**config.mk**
```make
export PLATFORM = sky130hd
export DESIGN_NAME = multdiv_sequencer_flat
export DESIGN_NICKNAME = d
export VERILOG_FILES = /design/src/rtl/multdiv_sequencer_if.sv /design/src/rtl/multdiv_sequencer.sv /design/src/flat_wrapper.sv
export SDC_FILE = /design/constraint.sdc
export NUM_CORES = 1
export LEC_CHECK = 0
export CAP_MARGIN = 0
export CORE_MARGIN = 2
export CORE_UTILIZATION = 41
export CTS_CLUSTER_DIAMETER = 60
export DETAILED_ROUTE_END_ITERATION = 10
export GPL_ROUTABILITY_DRIVEN = 1
export PLACE_DENSITY_LB_ADDON = 0.05
export SYNTH_ARGS = -nofsm -noshare
export SYNTH_HDL_FRONTEND = slang
export SYNTH_SLANG_ARGS = --single-unit
```
**constraint.sdc**
```tcl
create_clock -name clock -period 2.35 [get_ports clock]
set_clock_uncertainty 0.05 [all_clocks]
set_input_delay 0.235 -clock clock [delete_from_list [all_inputs] [get_ports clock]]
set_output_delay 0.235 -clock clock [all_outputs]
set_load 0.1 [all_outputs]
```
**src/rtl/multdiv_sequencer_if.sv**
```systemverilog
// Signal bundle between the execute stage, the multdiv sequencer and the multi-cycle unit.
// slave = sequencer side, master = pipeline/unit environment side.
interface multdiv_sequencer_if #(
  parameter int WIDTH    = 32,
  parameter int REG_BITS = 5
);
  // pipeline request
  logic                start_mult;
  logic                start_div;
  logic [WIDTH-1:0]    operand_a;
  logic [WIDTH-1:0]    operand_b;
  logic [REG_BITS-1:0] dest_reg;

  // multiply/divide unit
  logic                md_ctrl_MULT;
  logic                md_ctrl_DIV;
  logic [WIDTH-1:0]    md_operandA;
  logic [WIDTH-1:0]    md_operandB;
  logic [WIDTH-1:0]    md_result;
  logic                md_exception;
  logic                md_resultRDY;

  // pipeline control and X/M hand-off
  logic                stall;
  logic                busy;
  logic [REG_BITS-1:0] busy_dest;
  logic                result_valid;
  logic [WIDTH-1:0]    result;
  logic [REG_BITS-1:0] result_dest;
  logic                result_exception;

  modport slave (
    input  start_mult, start_div, operand_a, operand_b, dest_reg,
    input  md_result, md_exception, md_resultRDY,
    output md_ctrl_MULT, md_ctrl_DIV, md_operandA, md_operandB,
    output stall, busy, busy_dest,
    output result_valid, result, result_dest, result_exception
  );

  modport master (
    output start_mult, start_div, operand_a, operand_b, dest_reg,
    output md_result, md_exception, md_resultRDY,
    input  md_ctrl_MULT, md_ctrl_DIV, md_operandA, md_operandB,
    input  stall, busy, busy_dest,
    input  result_valid, result, result_dest, result_exception
  );
endinterface

```
**src/rtl/multdiv_sequencer.sv**
```systemverilog
// Execute-stage sequencer for the multi-cycle multiply/divide unit: issue, stall, hand off.
// Define MULTDIV_TIMEOUT_EN to build a WAIT watchdog that aborts after TIMEOUT_CYCLES.
//
//   state | meaning
//   IDLE  | waiting for start_mult/start_div; operands latched on the sample edge
//   ISSUE | one-cycle md_ctrl_* pulse to the unit
//   WAIT  | pipeline stalled until md_resultRDY (or watchdog expiry)
//   DONE  | one-cycle result_valid strobe with the unit's result
//   DZERO | one-cycle result_valid strobe for divide-by-zero, unit untouched
module multdiv_sequencer #(
  parameter int WIDTH          = 32,
  parameter int REG_BITS       = 5,
  parameter int TIMEOUT_CYCLES = 64
) (
  input  logic               clock,
  input  logic               reset,
  multdiv_sequencer_if.slave md
);

  typedef enum logic [2:0] {
    S_IDLE  = 3'd0,
    S_ISSUE = 3'd1,
    S_WAIT  = 3'd2,
    S_DONE  = 3'd3,
    S_DZERO = 3'd4
  } state_e;

  state_e              state_q, state_d;
  logic [WIDTH-1:0]    op_a_q, op_a_d;
  logic [WIDTH-1:0]    op_b_q, op_b_d;
  logic [REG_BITS-1:0] dest_q, dest_d;
  logic                is_div_q, is_div_d;
  logic [WIDTH-1:0]    result_q, result_d;
  logic                exc_q, exc_d;

  logic                start_any;
  logic                stall;
  logic                busy;
  logic                ctrl_mult;
  logic                ctrl_div;
  logic                valid;

`ifdef MULTDIV_TIMEOUT_EN
  localparam int CNT_W = $clog2(TIMEOUT_CYCLES) + 1;
  localparam logic [CNT_W-1:0] CNT_LIMIT = CNT_W'(TIMEOUT_CYCLES);

  logic [CNT_W-1:0] cnt_q, cnt_d;
`else
  // Without the watchdog the limit has no hardware; this only keeps it referenced.
  logic unused_timeout;
  assign unused_timeout = (TIMEOUT_CYCLES != 0);
`endif

  assign start_any = md.start_mult | md.start_div;

  always_ff @(posedge clock or negedge reset) begin
    if (!reset) begin
      state_q  <= S_IDLE;
      op_a_q   <= '0;
      op_b_q   <= '0;
      dest_q   <= '0;
      is_div_q <= 1'b0;
      result_q <= '0;
      exc_q    <= 1'b0;
    end else begin
      state_q  <= state_d;
      op_a_q   <= op_a_d;
      op_b_q   <= op_b_d;
      dest_q   <= dest_d;
      is_div_q <= is_div_d;
      result_q <= result_d;
      exc_q    <= exc_d;
    end
  end

`ifdef MULTDIV_TIMEOUT_EN
  always_ff @(posedge clock or negedge reset) begin
    if (!reset) begin
      cnt_q <= '0;
    end else begin
      cnt_q <= cnt_d;
    end
  end
`endif

  always_comb begin
    state_d   = state_q;
    op_a_d    = op_a_q;
    op_b_d    = op_b_q;
    dest_d    = dest_q;
    is_div_d  = is_div_q;
    result_d  = result_q;
    exc_d     = exc_q;
    stall     = 1'b0;
    busy      = 1'b0;
    ctrl_mult = 1'b0;
    ctrl_div  = 1'b0;
    valid     = 1'b0;
`ifdef MULTDIV_TIMEOUT_EN
    cnt_d     = cnt_q;
`endif

    unique case (state_q)
      S_IDLE: begin
        // Freeze the pipeline in the very cycle the request is seen.
        stall = start_any;
        if (start_any) begin
          op_a_d   = md.operand_a;
          op_b_d   = md.operand_b;
          dest_d   = md.dest_reg;
          is_div_d = ~md.start_mult;
          if (!md.start_mult && (md.operand_b == '0)) begin
            result_d = '0;
            exc_d    = 1'b1;
            state_d  = S_DZERO;
          end else begin
            state_d  = S_ISSUE;
          end
        end
      end

      S_ISSUE: begin
        stall     = 1'b1;
        busy      = 1'b1;
        ctrl_mult = ~is_div_q;
        ctrl_div  = is_div_q;
        state_d   = S_WAIT;
`ifdef MULTDIV_TIMEOUT_EN
        cnt_d     = '0;
`endif
      end

      S_WAIT: begin
        stall = 1'b1;
        busy  = 1'b1;
`ifdef MULTDIV_TIMEOUT_EN
        cnt_d = cnt_q + CNT_W'(1);
`endif
        if (md.md_resultRDY) begin
          result_d = md.md_result;
          exc_d    = md.md_exception;
          state_d  = S_DONE;
`ifdef MULTDIV_TIMEOUT_EN
        end else if (cnt_d == CNT_LIMIT) begin
          // Abort is reported as an exception with a zero result.
          result_d = '0;
          exc_d    = 1'b1;
          state_d  = S_DONE;
`endif
        end
      end

      S_DONE: begin
        valid   = 1'b1;
        state_d = S_IDLE;
`ifdef MULTDIV_TIMEOUT_EN
        cnt_d   = '0;
`endif
      end

      S_DZERO: begin
        valid   = 1'b1;
        state_d = S_IDLE;
      end

      default: begin
        state_d = S_IDLE;
      end
    endcase
  end

  assign md.md_ctrl_MULT     = ctrl_mult;
  assign md.md_ctrl_DIV      = ctrl_div;
  assign md.md_operandA      = op_a_q;
  assign md.md_operandB      = op_b_q;
  assign md.stall            = stall;
  assign md.busy             = busy;
  assign md.busy_dest        = busy ? dest_q : '0;
  assign md.result_valid     = valid;
  assign md.result           = result_q;
  assign md.result_dest      = dest_q;
  assign md.result_exception = exc_q;

endmodule

```
**src/flat_wrapper.sv**
```systemverilog
// flat-port wrapper written by rule: the top's interface ports become plain ports
module multdiv_sequencer_flat 
#(
  parameter int WIDTH          = 32,
  parameter int REG_BITS       = 5,
  parameter int TIMEOUT_CYCLES = 64
)
  (clock, reset, md_start_mult, md_start_div, md_operand_a, md_operand_b, md_dest_reg, md_md_result, md_md_exception, md_md_resultRDY, md_md_ctrl_MULT, md_md_ctrl_DIV, md_md_operandA, md_md_operandB, md_stall, md_busy, md_busy_dest, md_result_valid, md_result, md_result_dest, md_result_exception);
  multdiv_sequencer_if #(.WIDTH(WIDTH), .REG_BITS(REG_BITS)) md_i ();
  input  logic clock;
  input  logic reset;
  input wire logic [$bits(md_i.start_mult)-1:0] md_start_mult;
  input wire logic [$bits(md_i.start_div)-1:0] md_start_div;
  input wire logic [$bits(md_i.operand_a)-1:0] md_operand_a;
  input wire logic [$bits(md_i.operand_b)-1:0] md_operand_b;
  input wire logic [$bits(md_i.dest_reg)-1:0] md_dest_reg;
  input wire logic [$bits(md_i.md_result)-1:0] md_md_result;
  input wire logic [$bits(md_i.md_exception)-1:0] md_md_exception;
  input wire logic [$bits(md_i.md_resultRDY)-1:0] md_md_resultRDY;
  output wire logic [$bits(md_i.md_ctrl_MULT)-1:0] md_md_ctrl_MULT;
  output wire logic [$bits(md_i.md_ctrl_DIV)-1:0] md_md_ctrl_DIV;
  output wire logic [$bits(md_i.md_operandA)-1:0] md_md_operandA;
  output wire logic [$bits(md_i.md_operandB)-1:0] md_md_operandB;
  output wire logic [$bits(md_i.stall)-1:0] md_stall;
  output wire logic [$bits(md_i.busy)-1:0] md_busy;
  output wire logic [$bits(md_i.busy_dest)-1:0] md_busy_dest;
  output wire logic [$bits(md_i.result_valid)-1:0] md_result_valid;
  output wire logic [$bits(md_i.result)-1:0] md_result;
  output wire logic [$bits(md_i.result_dest)-1:0] md_result_dest;
  output wire logic [$bits(md_i.result_exception)-1:0] md_result_exception;
  assign md_i.start_mult = md_start_mult;
  assign md_i.start_div = md_start_div;
  assign md_i.operand_a = md_operand_a;
  assign md_i.operand_b = md_operand_b;
  assign md_i.dest_reg = md_dest_reg;
  assign md_i.md_result = md_md_result;
  assign md_i.md_exception = md_md_exception;
  assign md_i.md_resultRDY = md_md_resultRDY;
  assign md_md_ctrl_MULT = md_i.md_ctrl_MULT;
  assign md_md_ctrl_DIV = md_i.md_ctrl_DIV;
  assign md_md_operandA = md_i.md_operandA;
  assign md_md_operandB = md_i.md_operandB;
  assign md_stall = md_i.stall;
  assign md_busy = md_i.busy;
  assign md_busy_dest = md_i.busy_dest;
  assign md_result_valid = md_i.result_valid;
  assign md_result = md_i.result;
  assign md_result_dest = md_i.result_dest;
  assign md_result_exception = md_i.result_exception;
  multdiv_sequencer #(.WIDTH(WIDTH), .REG_BITS(REG_BITS), .TIMEOUT_CYCLES(TIMEOUT_CYCLES)) u_core (.clock(clock), .reset(reset), .md(md_i));
endmodule
```
==> results of run 1 <==
[critical path: stages, from the launching register on]
cell	delay [ps]
dfrtp_1	510
xnor2_1	410
nor2_4	130
and2_2	240
buf_12	170
[area by class of cell]
class	instances	share of cell area
sequential	106	0.3785
timing repair buffer	230	0.3074
multi-input combinational	203	0.2407
tap	140	0.02500
clock buffer	11	0.02018
inverter	32	0.01714
clock inverter	5	0.01107
[cell families after synthesis]
family	Yosys count	share of synthesized area
compound gates	41	0.07003
mux	69	0.1836
simple gates	92	0.1034
xor+xnor	1	0.001930
buf+inv	54	0.05652
flops	106	0.5845
[flip-flops by register name (all words and copies together) (netlist names)]
signal,count
u_core.md.result,32
u_core.is_div_q,1
u_core.md.md_operandA,32
u_core.md.result_exception,1
u_core.state_q,3
u_core.md.result_dest,5
u_core.md.md_operandB,32
[routing by layer]
| metal | global-route usage | wire length, um | vias up |
|---|---|---|---|
| met5 | 0 | 0 | - |
| met4 | 0.07143 | 233 | 0 |
| met3 | 0.07173 | 1040 | 15 |
| met2 | 0.3075 | 5576 | 133 |
| met1 | 0.2651 | 4972 | 1744 |
| li1 | - | - | 1698 |
[per-stage QoR]
step	hold slack (ps)	setup slack (ps)	cell area, sq um
after floorplan	-110.6	-229.0	4573
after detailed placement	153.2	58.62	6779
after global placement	146.8	91.10	6779
after CTS	272.9	188.8	7008
final	271.9	242.2	7008
after global routing	290.2	86.18	7008
[worst paths after layout]
kind                                                            start                                     to  slack, ps  cells after the start
worst max-delay path                    u_core.state_q[1]$_DFFE_PN0P_                        md_busy_dest[1]        240                      4
worst min-delay path                                            reset       u_core.md.result[30]$_DFFE_PN0P_        270                      2
worst max register to register          u_core.state_q[1]$_DFFE_PN0P_   u_core.md.md_operandA[1]$_DFFE_PN0P_        590                      4
worst min register to register  u_core.md.md_operandA[17]$_DFFE_PN0P_  u_core.md.md_operandA[17]$_DFFE_PN0P_        460                      1
max in group asynchronous                                       reset  u_core.md.md_operandA[29]$_DFFE_PN0P_       1190                      3
min in group clock                                    md_md_result[5]        u_core.md.result[5]$_DFFE_PN0P_        370                      3
[repair_timing]
item / CTS / global route
endpoints found under the setup margin: 0 / 0
hold endpoints to repair: 27 / 0
hold buffers: 1 / 0
[cell usage in the layout, fill, tap and decap left out, types with 2 or more instances in the layout]
cell and n:
nor4bb_4 2, nor4_1 7, clkdlybuf4s50_1 105, buf_12 13, a21oi_1 2, nor2_1 4
mux2_4 15, nand2_1 32, and2_2 5, nand3_1 32, buf_4 111, bufinv_16 2
clkbuf_8 10, dfrtp_1 106, o211ai_1 32, mux2_2 54, clkinv_2 2, inv_1 32
nand4_1 2
==> results.yml, run 1 <==
grt:
  grt_use_total: 0.2012
  grt_max_degree: 54
  gr-total-overflow: 0
  antenna_found_initial: 0
  grt_pass1_vias: 3569
  grt_pass1_wl_um: 18310
synthesis:
  yosys.cell_count.top_type: "dfrtp_1"
  synth_common_cells: "106 x dfrtp_1, 54 x mux2_2"
  synth_edf_count: 0
  post-synth-top-area-cell: "dfrtp_1"
  synth_area_leaders: "dfrtp_1 58%, mux2_2 13%, o211ai_1 5.3%"
  ys_ff_latch: 106
  async_flop_share: 1.000
  ys_types: 30
  netlist.area_leader.share: 0.5845
  syn-cell-area_sq_um: 4538
  netlist_instances: 363
  seq_area_frac_synth: 0.5845
  syn_avg_cell_area_sq_um: 12.50
  yosysWarnings: 0
  synth_flop_cell: "dfrtp_1"
  syn-num-nets: 470
worst_hold_path:
  hold_path_class: "input port to asynchronous set/reset pin"
drt:
  routed_wl_um: 11820
  wire_per_inst_um: 16.26
  drtIter0Drc: 181
  drc_errors: 0
  first_pass_iters: 4
  ant_nets: 0
  vias_per_cell: 4.938
  vias: 3590
finish:
  fin_nets: 689
  fill_cells: 879
  instances_no_fill: 727
  area_growth_pct: 54.43
  layout-drive-gt1-share: 0.3782
  num_antenna_cells: 0
  final_core_util: 0.6465
  multiInputGateArea_sq_um: 1687
  seq_area_sq_um: 2653
cts:
  clock-sinks: 106
  cts_root_buf: "clkbuf_8"
  cts_tree: "built"
  clk_pin_slew_ps: 100
  cts_resized: 0
  cts_buffers: 9
  clk_latency_ps: 370
  htreeDepth: 3
  cts_post_setup_buffers_inserted: 0
  clockBufferDepth: 2
placement:
  dp_cells: 710
  hpwlAfterDp_um: 8625
  numPortBuffers: 218
  gp_congestion: 0.7401
floorplanning:
  fp-row-count: 38
  die_w_um: 109.2
  initial_core_util: 0.4186
  io_pins: 219
  die_y_um: 109.2
  die_area_sq_um: 11930
  coreArea_sq_um: 10840
status:
  outcome: "completed"
worst_setup_path:
  cp_data_arrival_time_ps: 1820
  worstPathRequired_ps: 2070
  critPathLaunchType: "flip-flop"
  path_max_fanout: 7
  end_kind: "output port"
  crit_type: "flip-flop to output port"
timing:
  worst_slew_pin_slew_ps: 438.0
  maxSlewViolCount: 0
  finalHoldViolations: 0
  fin_crit_ps: 2108
  final.setup.tns_ps: 0
  rsz0062_at_grt: "false"
  slew_headroom: 0.7053
  finalSetupViolCount: 0
  fmaxAchievable_mhz: 474.4
  period_share: 0.8969
flow_run:
  drv_cap: 0
Power of run 1 is not shown: default switching activity piles up to over one toggle a cycle in this logic, so the estimate is an artifact.
==> inputs of run 2 (changes only) <==
- CAP_MARGIN: 0 -> 20
==> results of run 2 <==
No change in the layout: final DEF, timing and power equal those of run 1.
Power of run 2 is left out for the same reason.
==> inputs of run 3 (changes only) <==
- CAP_MARGIN: 20 -> unset
==> results of run 3 <==
No change in the layout: final DEF, timing and power equal those of run 1.
Power of run 3 is left out for the same reason.
